[config.mk]
export PLATFORM = sky130hd
export DESIGN_NAME = video_uart_ctrl_bridge
export DESIGN_NICKNAME = d
export VERILOG_FILES = /design/src/rtl/video_uart_ctrl_bridge.sv
export SDC_FILE = /design/constraint.sdc
export NUM_CORES = 1
export LEC_CHECK = 0
export CAP_MARGIN = 40
export CORE_MARGIN = 5
export CORE_UTILIZATION = 50
export DETAILED_ROUTE_END_ITERATION = 16
export PLACE_DENSITY = 0.71
export SLEW_MARGIN = 20
export SYNTH_ARGS = -nofsm -noshare
export SYNTH_HDL_FRONTEND = slang
export SYNTH_SLANG_ARGS = --single-unit
[constraint.sdc]
create_clock -name sys_clk -period 6.7 [get_ports sys_clk]
set_input_delay 1.34 -clock sys_clk [delete_from_list [all_inputs] [get_ports sys_clk]]
set_output_delay 1.34 -clock sys_clk [all_outputs]
set_load 0.01 [all_outputs]
[src/rtl/video_uart_ctrl_bridge.sv]
// video_uart_ctrl_bridge
// UART 8N1 receiver feeding a frame parser. A frame "A5 tgt addr d0 d1 d2 d3"
// (data LSB first) becomes a one-cycle write to the bar core (tgt 0x00) or to
// the rgb2gray core (tgt 0x01).
// Build option: define VIDEO_UART_BRIDGE_CHECKSUM_EN to require one trailing
// byte equal to the XOR of tgt, addr and the four data bytes.
module video_uart_ctrl_bridge #(
    parameter int CLK_FREQ = 50000000,
    parameter int BAUD     = 115200
) (
    input  logic        sys_clk,
    input  logic        sys_rst_n,
    input  logic        uart_rxd,
    output logic        avs_video_bar_core_address,
    output logic        avs_video_bar_core_write,
    output logic [31:0] avs_video_bar_core_writedata,
    output logic        avs_video_rgb2gray_core_address,
    output logic        avs_video_rgb2gray_core_write,
    output logic [31:0] avs_video_rgb2gray_core_writedata,
    output logic        frame_err
);
    localparam int          CLKS_PER_BIT = CLK_FREQ / BAUD;
    localparam logic [31:0] BIT_LAST     = 32'(CLKS_PER_BIT - 1);
    localparam logic [31:0] HALF_LAST    = 32'(CLKS_PER_BIT / 2 - 1);
    localparam logic [31:0] GAP_LIMIT    = 32'(16 * CLKS_PER_BIT);

    typedef enum logic [1:0] {RX_IDLE, RX_START, RX_DATA, RX_STOP} rx_state_t;
`ifdef VIDEO_UART_BRIDGE_CHECKSUM_EN
    typedef enum logic [2:0] {P_SYNC, P_TGT, P_ADDR, P_DAT0, P_DAT1, P_DAT2, P_DAT3, P_CHK} p_state_t;
`else
    typedef enum logic [2:0] {P_SYNC, P_TGT, P_ADDR, P_DAT0, P_DAT1, P_DAT2, P_DAT3} p_state_t;
`endif

    logic        rst_meta, rst_n_int;
    logic        rxd_meta, rxd_sync, rxd_prev;
    rx_state_t   rx_state, rx_next;
    logic [31:0] bit_cnt;
    logic [2:0]  bit_idx;
    logic [7:0]  rx_shift;
    logic        bit_done, half_done, rx_valid, rx_ferr;
    p_state_t    p_state, p_next;
    logic [31:0] gap_cnt;
    logic        gap_timeout, commit, abort;
    logic        tgt_sel, addr_bit;
    logic [23:0] data_lo;
    logic [31:0] commit_data;
`ifdef VIDEO_UART_BRIDGE_CHECKSUM_EN
    logic [7:0]  data_hi, chk_acc;
`endif

    // Reset asserts asynchronously, releases on a clock edge (2 flops).
    always_ff @(posedge sys_clk or negedge sys_rst_n) begin
        if (!sys_rst_n) begin
            rst_meta  <= 1'b0;
            rst_n_int <= 1'b0;
        end else begin
            rst_meta  <= 1'b1;
            rst_n_int <= rst_meta;
        end
    end

    // Two-flop synchronizer on the serial line plus a delayed copy for edge detect.
    always_ff @(posedge sys_clk or negedge rst_n_int) begin
        if (!rst_n_int) begin
            rxd_meta <= 1'b1;
            rxd_sync <= 1'b1;
            rxd_prev <= 1'b1;
        end else begin
            rxd_meta <= uart_rxd;
            rxd_sync <= rxd_meta;
            rxd_prev <= rxd_sync;
        end
    end

    // RX state register.
    always_ff @(posedge sys_clk or negedge rst_n_int) begin
        if (!rst_n_int) rx_state <= RX_IDLE;
        else            rx_state <= rx_next;
    end

    // RX next state; a byte is reported mid stop bit, good or framing error.
    always_comb begin
        rx_next   = rx_state;
        rx_valid  = 1'b0;
        rx_ferr   = 1'b0;
        bit_done  = (bit_cnt == BIT_LAST);
        half_done = (bit_cnt == HALF_LAST);
        case (rx_state)
            RX_IDLE:  if (rxd_prev && !rxd_sync) rx_next = RX_START;
            RX_START: if (half_done) rx_next = rxd_sync ? RX_IDLE : RX_DATA;
            RX_DATA:  if (bit_done && bit_idx == 3'd7) rx_next = RX_STOP;
            RX_STOP: begin
                if (bit_done) begin
                    rx_next  = RX_IDLE;
                    rx_valid = rxd_sync;
                    rx_ferr  = !rxd_sync;
                end
            end
            default:  rx_next = RX_IDLE;
        endcase
    end

    // Bit timing counter and shift register for the RX FSM.
    always_ff @(posedge sys_clk or negedge rst_n_int) begin
        if (!rst_n_int) begin
            bit_cnt  <= '0;
            bit_idx  <= '0;
            rx_shift <= '0;
        end else begin
            if (rx_state == RX_IDLE || rx_state != rx_next || (rx_state == RX_DATA && bit_done))
                bit_cnt <= '0;
            else
                bit_cnt <= bit_cnt + 32'd1;
            if (rx_state == RX_START) begin
                bit_idx <= '0;
            end else if (rx_state == RX_DATA && bit_done) begin
                bit_idx  <= bit_idx + 3'd1;
                rx_shift <= {rxd_sync, rx_shift[7:1]};
            end
        end
    end

    // Inter-byte gap counter, idle while hunting for sync.
    always_ff @(posedge sys_clk or negedge rst_n_int) begin
        if (!rst_n_int)                          gap_cnt <= '0;
        else if (p_state == P_SYNC || rx_valid)  gap_cnt <= '0;
        else if (gap_cnt != GAP_LIMIT)           gap_cnt <= gap_cnt + 32'd1;
    end

    assign gap_timeout = (p_state != P_SYNC) && (gap_cnt == GAP_LIMIT);

    // Parser state register.
    always_ff @(posedge sys_clk or negedge rst_n_int) begin
        if (!rst_n_int) p_state <= P_SYNC;
        else            p_state <= p_next;
    end

    // Parser next state; an 0xA5 past the sync byte is ordinary payload.
    always_comb begin
        p_next = p_state;
        commit = 1'b0;
        abort  = 1'b0;
        if (rx_ferr || gap_timeout) begin
            abort  = 1'b1;
            p_next = P_SYNC;
        end else if (rx_valid) begin
            case (p_state)
                P_SYNC: if (rx_shift == 8'hA5) p_next = P_TGT;
                P_TGT: begin
                    if (rx_shift == 8'h00 || rx_shift == 8'h01) p_next = P_ADDR;
                    else begin
                        abort  = 1'b1;
                        p_next = P_SYNC;
                    end
                end
                P_ADDR: p_next = P_DAT0;
                P_DAT0: p_next = P_DAT1;
                P_DAT1: p_next = P_DAT2;
                P_DAT2: p_next = P_DAT3;
`ifdef VIDEO_UART_BRIDGE_CHECKSUM_EN
                P_DAT3: p_next = P_CHK;
                P_CHK: begin
                    p_next = P_SYNC;
                    if (rx_shift == chk_acc) commit = 1'b1;
                    else                     abort  = 1'b1;
                end
`else
                P_DAT3: begin
                    commit = 1'b1;
                    p_next = P_SYNC;
                end
`endif
                default: p_next = P_SYNC;
            endcase
        end
    end

    // Capture frame fields as their bytes arrive.
    always_ff @(posedge sys_clk or negedge rst_n_int) begin
        if (!rst_n_int) begin
            tgt_sel  <= 1'b0;
            addr_bit <= 1'b0;
            data_lo  <= '0;
`ifdef VIDEO_UART_BRIDGE_CHECKSUM_EN
            data_hi  <= '0;
            chk_acc  <= '0;
`endif
        end else if (rx_valid) begin
            case (p_state)
                P_TGT:  tgt_sel        <= rx_shift[0];
                P_ADDR: addr_bit       <= rx_shift[0];
                P_DAT0: data_lo[7:0]   <= rx_shift;
                P_DAT1: data_lo[15:8]  <= rx_shift;
                P_DAT2: data_lo[23:16] <= rx_shift;
`ifdef VIDEO_UART_BRIDGE_CHECKSUM_EN
                P_DAT3: data_hi        <= rx_shift;
`endif
                default: ;
            endcase
`ifdef VIDEO_UART_BRIDGE_CHECKSUM_EN
            if (p_state == P_TGT) chk_acc <= rx_shift;
            else                  chk_acc <= chk_acc ^ rx_shift;
`endif
        end
    end

`ifdef VIDEO_UART_BRIDGE_CHECKSUM_EN
    assign commit_data = {data_hi, data_lo};
`else
    assign commit_data = {rx_shift, data_lo};
`endif

    // Write strobes, held address/data per core, and the sticky error flag.
    always_ff @(posedge sys_clk or negedge rst_n_int) begin
        if (!rst_n_int) begin
            avs_video_bar_core_address        <= 1'b0;
            avs_video_bar_core_write          <= 1'b0;
            avs_video_bar_core_writedata      <= '0;
            avs_video_rgb2gray_core_address   <= 1'b0;
            avs_video_rgb2gray_core_write     <= 1'b0;
            avs_video_rgb2gray_core_writedata <= '0;
            frame_err                         <= 1'b0;
        end else begin
            avs_video_bar_core_write      <= 1'b0;
            avs_video_rgb2gray_core_write <= 1'b0;
            if (commit) begin
                if (tgt_sel) begin
                    avs_video_rgb2gray_core_write     <= 1'b1;
                    avs_video_rgb2gray_core_address   <= addr_bit;
                    avs_video_rgb2gray_core_writedata <= commit_data;
                end else begin
                    avs_video_bar_core_write     <= 1'b1;
                    avs_video_bar_core_address   <= addr_bit;
                    avs_video_bar_core_writedata <= commit_data;
                end
                frame_err <= 1'b0;
            end else if (abort) begin
                frame_err <= 1'b1;
            end
        end
    end

endmodule

Word-level counts from Yosys, hierarchy flattened

Cells that the tools add are included.

Add/subtract/negate cells: 3
$mul: 0
Divide/modulo/power cells: 0
Magnitude comparators: 0
Equality and inequality tests: 18
Shift operators: 0
Multiplexer cells: 33
Bitwise gates (word level): 2
Reductions and logical operators: 27

Operator list:

| cell                                                                       | number |
|---|---|
| 32-bit 2-to-1 mux                                                          | 3 |
| 32-bit by 1-bit adder with 32-bit output (second input constant)           | 2 |
| 32-bit by 13-bit == test with 1-bit output (second input constant)         | 1 |
| 32-bit by 8-bit == test with 1-bit output (second input constant)          | 1 |
| 32-bit by 9-bit == test with 1-bit output (second input constant)          | 1 |
| 32-bit by 13-bit inequality test with 1-bit output (second input constant) | 1 |
| 3-bit case mux with 6 select lines                                         | 1 |
| 2-bit AND reduction                                                        | 9 |
| 1-bit 2-to-1 mux                                                           | 17 |
| 3-bit 2-to-1 mux                                                           | 5 |
| 3-bit == test (second input constant)                                      | 4 |
| 2-bit 2-to-1 mux                                                           | 6 |
| 8-bit by 1-bit == test with 1-bit output (second input constant)           | 1 |
| 8-bit == test (second input constant)                                      | 1 |
| 8-bit zero test                                                            | 1 |
| 2-bit case mux with 4 select lines                                         | 1 |
| 2-bit nonzero test                                                         | 4 |
| 3-bit by 2-bit == test with 1-bit output (second input constant)           | 2 |
| 1-bit logical OR                                                           | 5 |
| 2-bit == test (second input constant)                                      | 2 |
| 1-bit logical AND                                                          | 4 |
| 3-bit by 1-bit adder with 3-bit output (second input constant)             | 1 |
| 3-bit by 1-bit == test with 1-bit output (second input constant)           | 1 |
| 3-bit zero test                                                            | 1 |
| other kinds (7)                                                            | 8 |

Register bits: 180
Bits in latches: 0
Bits in writable memories: 0
ROM bits: 0
Output and inout port bits: 69
Memories: 0

Depth between registers and ports, before layout

Gate-level depths: netlist of the first run.

Word-level depth: 8
Gate-level depth with buffers: 9
Depth with buffers taken out: 7

Least setup slack after synthesis of the first run

No wires, ideal clock.

Path kind: flip-flop to flip-flop
Start point: register gap_cnt[7]
End point: register avs_video_rgb2gray_core_writedata[10]
Data arrival time: 2.158 ns
Data required time: 6.575 ns
Setup slack: 4.417 ns
Cell stages (with the launch flop): 7
Path buffers: 2
Clock period less this slack: 2.283 ns
Cells stage by stage: dfrtp_1 -> or4_1 -> nor4_4 -> or4_1 -> buf_4 -> buf_6 -> mux2_4

Cells in the longest elaborated chain, start to end: 5

Ends and longest elaborated chain:

| element                                    | RTL line | source |
|---|---|---|
| start, declared                            | 42       | `logic [31:0] gap_cnt;` |
| start signal, assigned                     | 127      | `else if (gap_cnt != GAP_LIMIT) gap_cnt <= gap_cnt + 32'd1;` |
| 32-bit by 13-bit == test with 1-bit output | 130      | `assign gap_timeout = (p_state != P_SYNC) && (gap_cnt == GAP_LIMIT);` |
| 1-bit logical AND                          | 130      |  |
| 1-bit logical OR                           | 143      | `if (rx_ferr \|\| gap_timeout) begin` |
| 1-bit 2-to-1 mux                           | 143      |  |
| 2-bit AND reduction (no source line)       | --       |  |
| end signal, assigned                       | 230      | `avs_video_rgb2gray_core_writedata <= commit_data;` |
| end, declared                              | 19       | `output logic [31:0] avs_video_rgb2gray_core_writedata,` |

Every way passes these cells.
A chain may end at the register's enable or synchronous reset.

Worst setup path in the final report of the first run

Start point: register rxd_sync
End point: register avs_video_rgb2gray_core_writedata[11]

Cells in the longest elaborated chain, start to end: 6
Elaborated cells between the ends (all ways): 9

Ends and longest elaborated chain:

| element                                  | RTL line | source |
|---|---|---|
| start, declared                          | 35       | `logic rxd_meta, rxd_sync, rxd_prev;` |
| start signal, assigned                   | 70       | `rxd_sync <= rxd_meta;` |
| 1-bit zero test                          | 96       | `rx_ferr = !rxd_sync;` |
| 1-bit 2-to-1 mux                         | 93       | `if (bit_done) begin` |
| 1-bit 2-to-1 mux                         | 88       | `case (rx_state)` |
| 1-bit logical OR                         | 143      |  |
| 1-bit 2-to-1 mux (*)                     | 143      |  |
| 2-bit AND reduction (no source line) (*) | --       |  |

Mark *: on every way between the ends. The rest lies on a longest branch, timed or not.

==> summary.md, run 1 <==
| Metric | Value |
|---|---|
| Crit Path Max Fanout | 23 |
| Mapped Nets | 660 |
| Final wirelength | 16400 um |
| CTS Buffer Depth | 2 |
| Ys async rst share | 100% |
| RSZ-0062 raised after global routing | no |
| Remaining DRCs | 0 |
| Buffers added on ports | between 70 and 80 |
| Reg2reg start | rxd_sync |
| Register bit total from synthesis | 180 |
| Syn-to-layout area delta | 19.8% |
| Hold Crit Class | flop to async pin |
| Buffer count from post-CTS setup fixing | 0 |
| GR Util met3 | 4.34% |
| Setup violators final | 0 |
| Final hold vios | 0 |
| Avg WL per Cell | 17.1 um |
| Met1 GRT Util | roughly a quarter |
| Design Area, Final | between 9000 and 10000 um^2 |
| Tmin final | 2.88 ns |
| Layout cells sized above 1 | 21.1% |
| Mean Syn Cell Area | 12.3 um^2 |
| Vias in the first global route | 5436 |
| Number of CTS-inserted buffers | 17 |
| First-pass GRT wire length | 27500 um |
| Met2 usage | 30.3% |
| Max Clk Rate | between 300 and 400 MHz |
| Worst Reg2Reg Path Length in Cells | 6 |
| Most area-consuming cells after synthesis | dfrtp_1 55%, mux2_2 8.9%, mux2_4 5.4%, xor2_1 5.3%, nor2_1 3.5% |
| Skew-Pair Late Insertion Delay | 0.43 ns |
| Critical Path RT | 7.01 ns |
| Via count | about 5200 |
| Core Area | 15800 um^2 |
| Die Span Y | between 100 and 150 um |
| Count of cell types in the netlist | 55 |
| Yosys Warn Count | 0 |
| Clock sink total | 180 |
| CP startpoint kind | flop |
| Commonest non-fill, non-tap cells in the layout | 176 x dfrtp_1, 74 x nor2_1, 71 x clkdlybuf4s50_1 |
| GRT Total Usage | 18.6% |
| Fillcell total | 1244 |
| Io pins | 72 |
| Area leader, netlist | dfrtp_1 |
| Final max-slew violation count | 0 |
| Cell Rows | 46 |
| Setup TNS | 0 ns |
| Number of synthesized flops with an enable pin | 0 |
| Cells after DPL | around 920 |
| 1st-iter DRT viols | 225 |
| Die width | 137 um |
| Overflow after GRT | 0 |
| Ant. Diodes | 0 |
| Post-synth top area share | 55.4% |
| CP arrival | 3.19 ns |
| Outcome | complete, no violations |
| GPL Wtd Cong | 0.806 |
| VDD IR max | 0.000184 V |
| DP Wirelength | 11000 um |
| Layout Nets | roughly 740 |
| Area of the mapped netlist | approximately 8000 um^2 |
| Pin count of the biggest net entering global routing | 67 |
| Dpl cell area | between 8000 and 9000 um^2 |
| Sequential area share after synthesis | 56.3% |
| # H-tree levels | 4 |
| Top FF cell, synth | dfrtp_1 |
| Power per cell area | 227 nW/um^2 |
| Post-cts repair resize count | 0 |
| Max_slew headroom | 54.9% |
| Clock transition at the registers of the reported paths | 0.07 ns |
| Hold_buf cts | 0 |
| Reg area | roughly 4500 um^2 |
| Kind of end point of the critical path | flop |
| Most common cell after layout, fill and taps aside | dfrtp_1 |
| Clk_skew | 0.00793 ns |
| Layout Cells excl Fill | roughly 960 |
| Measured slew at the worst slew-check pin | 0.676 ns |
| TritonRoute pass-1 iters | 6 |
| Initial antenna violation count | 0 |
| Synth Instances | 650 |
| Worst R2R Setup Slack | 3.82 ns |
| Vias/cell | 5.48 |
| Area of the multi-input gates | 3330 um^2 |
| Total die area | between 15000 and 20000 um^2 |
| Critical path class | flop to flop |
| Initial core utilization | 50.7% |
| P_leak | 0.00445 uW |
| Remaining antenna violation count | 0 |
| Period utilisation layout | between 40% and 50% |
| CTS tree | built |
| Max-cap viol count | 0 |
| R2R Path End | avs_video_rgb2gray_core_writedata[11] |
| Busiest layer in global routing | met2 |
| Root Buffer | clkbuf_16 |
## cells by family (layout without fill, tap and decap cells)
family                     count (synthesis)  count (layout)  synth area share, %
other                                      1               1               0.0469
AOI/OAI and AO/OA                         23              23                 2.05
xor gates and xnor gates                  60              60                 6.57
muxes                                    102             102                 15.7
DFF                                      180             180                 56.3
and+or+nand+nor                          237             237                 15.9
buffers and inverters                     40             129                 2.28
adders and majority gates                  7               7                 1.09
## critical path, cell delays in order, from the launching register on
cell and delay, ns:
dfstp_2 0.62, inv_1 0.12, nor3_1 0.44, nand3_1 0.13, or4_2 0.84, buf_12 0.30, mux2_4 0.32
## cell usage after synthesis (all sizes together) (3+ instances only)
cell and number:
nor4 17, and2 5, mux2 100, ha 7
o21ai 6, dfrtp 177, nand2 30, xor2 48
dfstp 3, nand4 29, or4 4, nand3 36
nor3 7, clkbuf 16, or3 3, xnor2 12
nor2 75, nor4b 3, or2 3, buf 10
and3 10, inv 14, and4 8, a21oi 6
## state kept, by name, indices dropped and copies added, names as in the netlist, 2 cells and up
| name | cells |
|---|---|
| rx_shift | 8 |
| avs_video_rgb2gray_core_writedata | 32 |
| p_state | 3 |
| bit_cnt | 32 |
| gap_cnt | 32 |
| rx_state | 2 |
| data_lo | 24 |
| avs_video_bar_core_writedata | 32 |
| bit_idx | 3 |
## metal layers
layer | up-vias | part of all wire [%]
met3 | 12 | 3.4
met1 | 2681 | 46
li1 | 2446 | -
met5 | - | 0
met2 | 96 | 50
met4 | 0 | 0.71
## stage by stage
step	hold WS [ns]	utilization, %	worst slack [ns]	total power, uW
after CTS	0.356	60.4	3.84	2190
after global routing	0.163	60.8	3.62	2260
after detailed placement	0.342	56.9	3.85	1250
final	0.151	60.8	3.82	2180
after floorplan	0.331	-	1.32	1220
after global placement	0.339	56.6	3.66	1240
## area by class of cell
type / instances / share of cell area [%]
clock buffers: 23 / 5.19
clock inverters: 9 / 0.718
inverters: 14 / 0.548
multi-input cells: 430 / 34.7
flip-flops and latches: 180 / 47.1
well taps: 216 / 2.82
repair buffers: 83 / 8.95
## where the power goes
group	leakage, uW	switching (uW)	internal [uW]
Sequential	0.00248	36.5	1110
Clock	0.000277	420	528
Combinational	0.00169	50.9	33.5
## how the worst max path moves through the flow
| stage | cells after the start | slack, ns | startpoint | end |
|---|---|---|---|---|
| 3_3_place_gp | 7 | 3.66 | gap_cnt[0] | avs_video_rgb2gray_core_writedata[31] |
| 4_1_cts | 8 | 3.84 | gap_cnt[0] | avs_video_rgb2gray_core_writedata[31] |
| 5_1_grt | 8 | 3.62 | gap_cnt[0] | avs_video_rgb2gray_core_writedata[31] |
| 3_5_place_dp | 6 | 3.85 | rxd_sync | avs_video_rgb2gray_core_writedata[16] |
| 6_report | 6 | 3.82 | rxd_sync | avs_video_rgb2gray_core_writedata[11] |
| 2_1_floorplan | 0 | 1.32 | rst_n_int | addr_bit |
(Power assumes the default switching activity.)
==> run 2: changes to the inputs <==
--- a/config.mk
+++ b/config.mk
@@ -9,7 +9,7 @@
 export CORE_MARGIN = 5
 export CORE_UTILIZATION = 50
 export DETAILED_ROUTE_END_ITERATION = 16
-export PLACE_DENSITY = 0.71
+export PLACE_DENSITY = 0.74
 export SLEW_MARGIN = 20
 export SYNTH_ARGS = -nofsm -noshare
 export SYNTH_HDL_FRONTEND = slang
==> constraint.sdc (replaced) <==
create_clock -name sys_clk -period 2.6 [get_ports sys_clk]
set_input_delay 0.52 -clock sys_clk [delete_from_list [all_inputs] [get_ports sys_clk]]
set_output_delay 0.52 -clock sys_clk [all_outputs]
set_load 0.01 [all_outputs]
==> run 2 against run 1 <==
  * Clock power rose to 2.6 times the previous value
  * Via count rose by 0.59%
  * Register-to-register slack got worse by 3.8 ns
  * Sequential power rose to 2.6 times the previous value
  * Cell count rose by 0.94%
  * Sequential cell count did not move
  * Highest routed layer unchanged
  * Clock skew rose by 0.0044 ns
  * Setup slack got worse by 3.8 ns
  * Non-clock buffer count rose by 9
  * Count of clock-buffer cells in the layout fell by 6
==> summary.md, run 2 (synthesis gave the netlist of run 1 again) <==
| Metric | Value |
|---|---|
| Clock share of power | 44.0% (+0.5 points) |
| Worst R2R Setup Slack | 0.05 ns (-3.76 ns) |
| Skew-Pair Late Insertion Delay | 0.43 ns (about the same) |
| Buffers & Inverters on Critical Path | 1 (-1) |
| Kind of end point of the critical path | flop |
| CP startpoint kind | flop |
| Final wirelength | 16800 um (+2.6%) |
| Buffers added on ports | 71 (unchanged) |
| Crit Path Max Fanout | 34 (+48%) |
| # H-tree levels | 4 (unchanged) |
| R2R Path End | avs_video_rgb2gray_core_writedata[29] |
| Core Area | 15800 um^2 (unchanged) |
| Root Buffer | clkbuf_16 |
| Remaining antenna violation count | 0 (unchanged) |
| Switch Pwr | 1390 uW (+170%) |
| P_leak | 0.00449 uW (+0.99%) |
| Overflow after GRT | 0 (unchanged) |
| Pin count of the biggest net entering global routing | 88 (+31%) |
| Slowest cell on the critical path | or4_2 |
| CTS tree | built |
| Worst Reg2Reg Path Length in Cells | 6 (unchanged) |
| Die Span Y | 137 um (unchanged) |
| GRT Total Usage | 19.0% (+0.43 points) |
| Total die area | 18600 um^2 (unchanged) |
| 1st-iter DRT viols | 286 (+27%) |
| Layout Nets | 745 (+1.2%) |
| Power per cell area | 590 nW/um^2 (+160%) |
| Initial antenna violation count | 0 (unchanged) |
| CP arrival | 2.86 ns (-0.33 ns) |
| Reg power frac | 51.8% (-0.8 points) |
| Cell-internal power | 4300 uW (+160%) |
| Layout cells sized above 1 | 22.5% (+1.4 points) |
| Tmin final | 2.55 ns (-0.336 ns) |
| Total chip power | 5690 uW (+160%) |
| Number of CTS-inserted buffers | 17 (unchanged) |
| Cell Rows | 46 (unchanged) |
| Max-cap viol count | 0 (unchanged) |
| Max Clk Rate | 392 MHz (+13%) |
| Hold Crit Class | flop to async pin |
| Reg2reg start | bit_cnt[6] |
| Vias/cell | 5.46 (-0.35%) |
| Final hold vios | 0 (unchanged) |
| Most common cell after layout, fill and taps aside | dfrtp_1 |
| CTS Buffer Depth | 2 (unchanged) |
| DP Wirelength | 11400 um (+4.0%) |
| Clock transition at the registers of the reported paths | 0.07 ns (about the same) |
| Vias in the first global route | 5662 (+4.2%) |
| Io pins | 72 (unchanged) |
| Setup violators final | 0 (unchanged) |
| Crit path depth | 6 (unchanged) |
| Hold_buf cts | 0 (unchanged) |
| Final max-slew violation count | 0 (unchanged) |
| Critical path class | flop to flop |
| Commonest non-fill, non-tap cells in the layout | 176 x dfrtp_1, 74 x nor2_1, 71 x clkdlybuf4s50_1 |
| Gate power share | 4.2% (+0.3 points) |
| Critical path's largest stage delay | 0.69 ns (-0.15 ns) |
| Remaining DRCs | 0 (unchanged) |
| Worst path cell trace | nand4b_1 > nor3b_4 > nand2_1 > or4_2 > buf_12 > mux2_4 |
| VDD IR max | 0.000489 V (+170%) |
| Initial core utilization | 50.7% (unchanged) |
| Clk_skew | 0.0123 ns (+0.00441 ns) |
| Critical Path RT | 2.91 ns (-4.10 ns) |
| Syn-to-layout area delta | 20.7% |
| GPL Wtd Cong | 0.834 (+3.4%) |
| Cell family with most CP delay | simple AND/OR/NAND/NOR gates |
| Clock sink total | 180 (unchanged) |
| Via count | 5266 (+0.59%) |
| Outcome | complete, no violations |
| Switching share of power | 24.5% (+1.2 points) |
| Avg WL per Cell | 17.4 um (+1.6%) |
| TritonRoute pass-1 iters | 4 (-2) |
| Die width | 137 um (unchanged) |
| Period utilisation layout | 98.0% (+55 points) |
| Final core utilization | 61.2% (+0.44 points) |
| First-pass GRT wire length | 28300 um (+2.9%) |
| Ant. Diodes | 0 (unchanged) |
run 2: cell types whose count changed in the layout (fill, tap and decap cells not counted), sizes merged:
cell,change
buf,+9
bufinv,+1
clkinvlp,+2
inv,+3
clkbuf,-6
run 2: worst max path at each step:
stage / from / endpoint / slack (ns)
floorplan: gap_cnt[7] / avs_video_rgb2gray_core_writedata[10] / 0.32
global placement: bit_cnt[11] / avs_video_rgb2gray_core_writedata[7] / 0.13
detailed placement: bit_cnt[11] / avs_video_rgb2gray_core_writedata[3] / 0.07
CTS: bit_cnt[11] / avs_video_rgb2gray_core_writedata[18] / 0.05
global route: bit_cnt[6] / avs_video_rgb2gray_core_writedata[18] / -0.02
finish: bit_cnt[6] / avs_video_rgb2gray_core_writedata[29] / 0.05
run 2: per-stage QoR:
step                      setup WS, ns  TNS [ns]  area (um^2)  hold WS (ns)  cells
after floorplan                  0.317         0         8010         0.224    650
after global placement           0.132         0         9060         0.118    931
after detailed placement        0.0669         0         9060         0.122    931
after CTS                       0.0547         0         9640         0.127    963
after global routing           -0.0186    -0.231         9660         0.139    964
final                           0.0517         0         9660         0.125    964
run 2: what timing repair did:
action | 4_1_cts | 5_1_grt
endpoints found under the setup margin | 0 | 75
gates resized for setup | 0 | 4
setup buffers | 0 | 1
run 2: power groups by stage:
stage | clock [uW] | sequential, uW | combinational, uW
detailed placement | 0 | 3000 | 239
floorplan | 0 | 3020 | 126
global placement | 0 | 2990 | 228
finish | 2510 | 2950 | 238
CTS | 2550 | 2950 | 240
global route | 2690 | 2960 | 278
run 2: metal layers:
layer,track usage [%],part of all wire (%),up-vias
met2,31.4,51,96
met1,25.2,44,2703
met4,4.54,0.97,0
met3,5.26,3.7,16
li1,-,-,2451
met5,0,0,-
run 2: area by class of cell:
type                    count  area (um^2)
clock inverters            15          148
multi-input cells         430         3330
fillers                  1264         6110
repair buffers             92          918
clock buffers              17          425
flip-flops and latches    180         4510
well taps                 216          270
inverters                  14         52.6
==> run 3: changes to the inputs <==
--- a/config.mk
+++ b/config.mk
@@ -9,7 +9,7 @@
 export CORE_MARGIN = 5
 export CORE_UTILIZATION = 50
 export DETAILED_ROUTE_END_ITERATION = 16
-export PLACE_DENSITY = 0.74
+export PLACE_DENSITY = 0.71
 export SLEW_MARGIN = 20
 export SYNTH_ARGS = -nofsm -noshare
 export SYNTH_HDL_FRONTEND = slang
==> constraint.sdc (replaced) <==
create_clock -name sys_clk -period 3.3 [get_ports sys_clk]
set_input_delay 0.66 -clock sys_clk [delete_from_list [all_inputs] [get_ports sys_clk]]
set_output_delay 0.66 -clock sys_clk [all_outputs]
set_load 0.01 [all_outputs]
==> run 3 against run 2 <==
  * Clock power is 20% lower
  * Wire length decreased by 2.9%
  * Combinational power is 36% lower
  * Maximum frequency is 11% lower
  * Via count fell by 0.89%
  * Worst hold slack improved by 0.23 ns
  * Sequential cell count unchanged
  * Clock skew down 0.0022 ns
  * Critical path depth is the same
  * Non-clock buffer count down 7
  * Setup slack better by 0.40 ns
  * Critical endpoint is now avs_video_rgb2gray_core_writedata[17]
==> summary.md, run 3 (synthesis gave the netlist of run 1 again) <==
| Metric | Value |
|---|---|
| Syn-to-layout area delta | 19.7% |
| Met2 usage | 30.3% (-1.1 points) |
| Die width | 137 um (unchanged) |
| First-pass GRT wire length | 27400 um (-3.1%) |
| Measured slew at the worst slew-check pin | 0.675 ns |
| GRT Total Usage | 18.6% (-0.44 points) |
| Hold Path Origin | rst_meta |
| Gate power share | 3.4% (-0.8 points) |
| Reg2reg start | bit_cnt[27] |
| Overflow after GRT | 0 (unchanged) |
| Setup TNS | 0 ns (unchanged) |
| Final max-slew violation count | 0 (unchanged) |
| VDD IR max | 0.000386 V (-21%) |
| Initial antenna violation count | 0 (unchanged) |
| Root Buffer | clkbuf_16 |
| RSZ-0062 raised after global routing | no |
| Kind of end point of the critical path | flop |
| CTS tree | built |
| Core Area | 15800 um^2 (unchanged) |
| Initial core utilization | 50.7% (unchanged) |
| Total die area | 18600 um^2 (unchanged) |
| Met1 GRT Util | 25.2% (-0.030 points) |
| Tmin final | 2.85 ns (+0.303 ns) |
| Clock sink total | 180 (unchanged) |
| Max_slew headroom | 55.0% |
| Most common cell after layout, fill and taps aside | dfrtp_1 |
| Buffer count from post-CTS setup fixing | 0 (unchanged) |
| 1st-iter DRT viols | 292 (+2.1%) |
| Layout cells sized above 1 | 21.5% (-1.0 points) |
| Avg WL per Cell | 17.0 um (-2.2%) |
| Max Clk Rate | 351 MHz (-11%) |
| Period utilisation layout | 86.4% (-12 points) |
| Remaining DRCs | 0 (unchanged) |
| Cell-internal power | 3430 uW (-20%) |
| Skew-Pair Late Insertion Delay | 0.44 ns (about the same) |
| Commonest non-fill, non-tap cells in the layout | 176 x dfrtp_1, 74 x nor2_1, 71 x clkdlybuf4s50_1 |
| Critical Path RT | 3.63 ns (+0.72 ns) |
| Max-cap viol count | 0 (unchanged) |
| Fillcell total | 1258 (-0.47%) |
| Setup violators final | 0 (unchanged) |
| Crit Path Max Fanout | 25 (-26%) |
| GR Util met3 | 3.82% (-1.4 points) |
| Final hold vios | 0 (unchanged) |
| Outcome | complete, no violations |
| P_leak | 0.00446 uW (-0.68%) |
| Buffers added on ports | 71 (unchanged) |
| Hold_buf cts | 0 (unchanged) |
| Design Area, Final | 9580 um^2 (-0.79%) |
| Clock transition at the registers of the reported paths | 0.07 ns (about the same) |
| Switch Pwr | 1090 uW (-22%) |
| Reg power frac | 51.8% (about the same) |
| Clock share of power | 44.8% (+0.8 points) |
| Number of CTS-inserted buffers | 17 (unchanged) |
| Hold Crit Class | flop to flop |
| Die Span Y | 137 um (unchanged) |
| Io pins | 72 (unchanged) |
| GPL Wtd Cong | 0.814 (-2.3%) |
| Dpl cell area | 8980 um^2 (-0.88%) |
| Switching share of power | 24.1% (-0.35 points) |
| Vias in the first global route | 5405 (-4.5%) |
| CP startpoint kind | flop |
| Layout Nets | 738 (-0.94%) |
| CP Launch Point | bit_cnt[27] |
| CP arrival | 3.18 ns (+0.32 ns) |
| Final wirelength | 16300 um (-2.9%) |
| Remaining antenna violation count | 0 (unchanged) |
| Clk_skew | 0.0102 ns (-0.00217 ns) |
| Via count | 5219 (-0.89%) |
| Power per cell area | 471 nW/um^2 (-20%) |
| Ant. Diodes | 0 (unchanged) |
| # H-tree levels | 4 (unchanged) |
| Vias/cell | 5.45 (-0.17%) |
| Busiest layer in global routing | met2 |
| Pin count of the biggest net entering global routing | 86 (-2.3%) |
| Post-cts repair resize count | 0 (unchanged) |
| Critical path class | flop to flop |
| CTS Buffer Depth | 2 (unchanged) |
| DP Wirelength | 11100 um (-2.2%) |
| Cell Rows | 46 (unchanged) |
| TritonRoute pass-1 iters | 6 (+2) |
## run 3: cell count changes in the layout (fill, tap and decap cells not counted), moves of 2 or more
| cell | previous run | this run |
|---|---|---|
| inv_6 | 3 | 5 |
| clkinvlp_4 | 4 | 1 |
| clkbuf_8 | 0 | 2 |
| buf_12 | 4 | 2 |
| buf_4 | 17 | 10 |
| clkinv_4 | 2 | 0 |
## run 3: layer usage
layer	vias up	wire (um)
met3	21	550
met1	2653	7150
met5	-	0
met4	0	251
li1	2444	-
met2	101	8340
## run 3: per-stage QoR
| step | hold WS [ns] | utilization, % | power [uW] | instances | setup slack (ns) |
|---|---|---|---|---|---|
| CTS | 0.361 | 60.7 | 4560 | 956 | 0.453 |
| detailed placement | 0.345 | 57.0 | 2540 | 924 | 0.466 |
| global placement | 0.338 | 56.9 | 2520 | 923 | 0.544 |
| finish | 0.357 | 60.8 | 4510 | 957 | 0.449 |
| floorplan | 0.331 | - | 2480 | 650 | 0.331 |
| global route | 0.371 | 60.8 | 4700 | 957 | 0.337 |
## run 3: critical path, cell delays in order, from the launching register on
cell and delay (ns):
dfrtp_1 0.41, nor4_1 0.32, and3_1 0.36, nand2_2 0.12, or4_2 0.92, buf_12 0.28
mux2_4 0.31
## run 3: area by class of cell
class	count	area [um^2]	share of cell area, %
Clock buffer	19	453	4.73
Clock inverter	13	136	1.42
Inverter	14	52.6	0.548
Multi-Input combinational cell	430	3320	34.6
Sequential cell	180	4510	47.1
Tap cell	216	270	2.82
Timing Repair Buffer	85	838	8.75
## run 3: final timing paths
check                                                         to  slack, ns  cells past startpoint
max                        avs_video_rgb2gray_core_writedata[17]       0.45                      6
min                                                    rst_n_int       0.36                      0
max reg2reg                avs_video_rgb2gray_core_writedata[17]       0.45                      6
min reg2reg                                            rst_n_int       0.36                      0
max in group asynchronous                               rxd_prev       2.05                      1
min in group asynchronous                             bit_cnt[2]       0.37                      0
## run 3: power groups by stage
stage                     sequential [uW]  clock [uW]  combinational [uW]
final                                2340        2020                 153
after global routing                 2350        2170                 182
after CTS                            2340        2060                 158
after detailed placement             2380           0                 156
after global placement               2370           0                 151
after floorplan                      2380           0                98.9
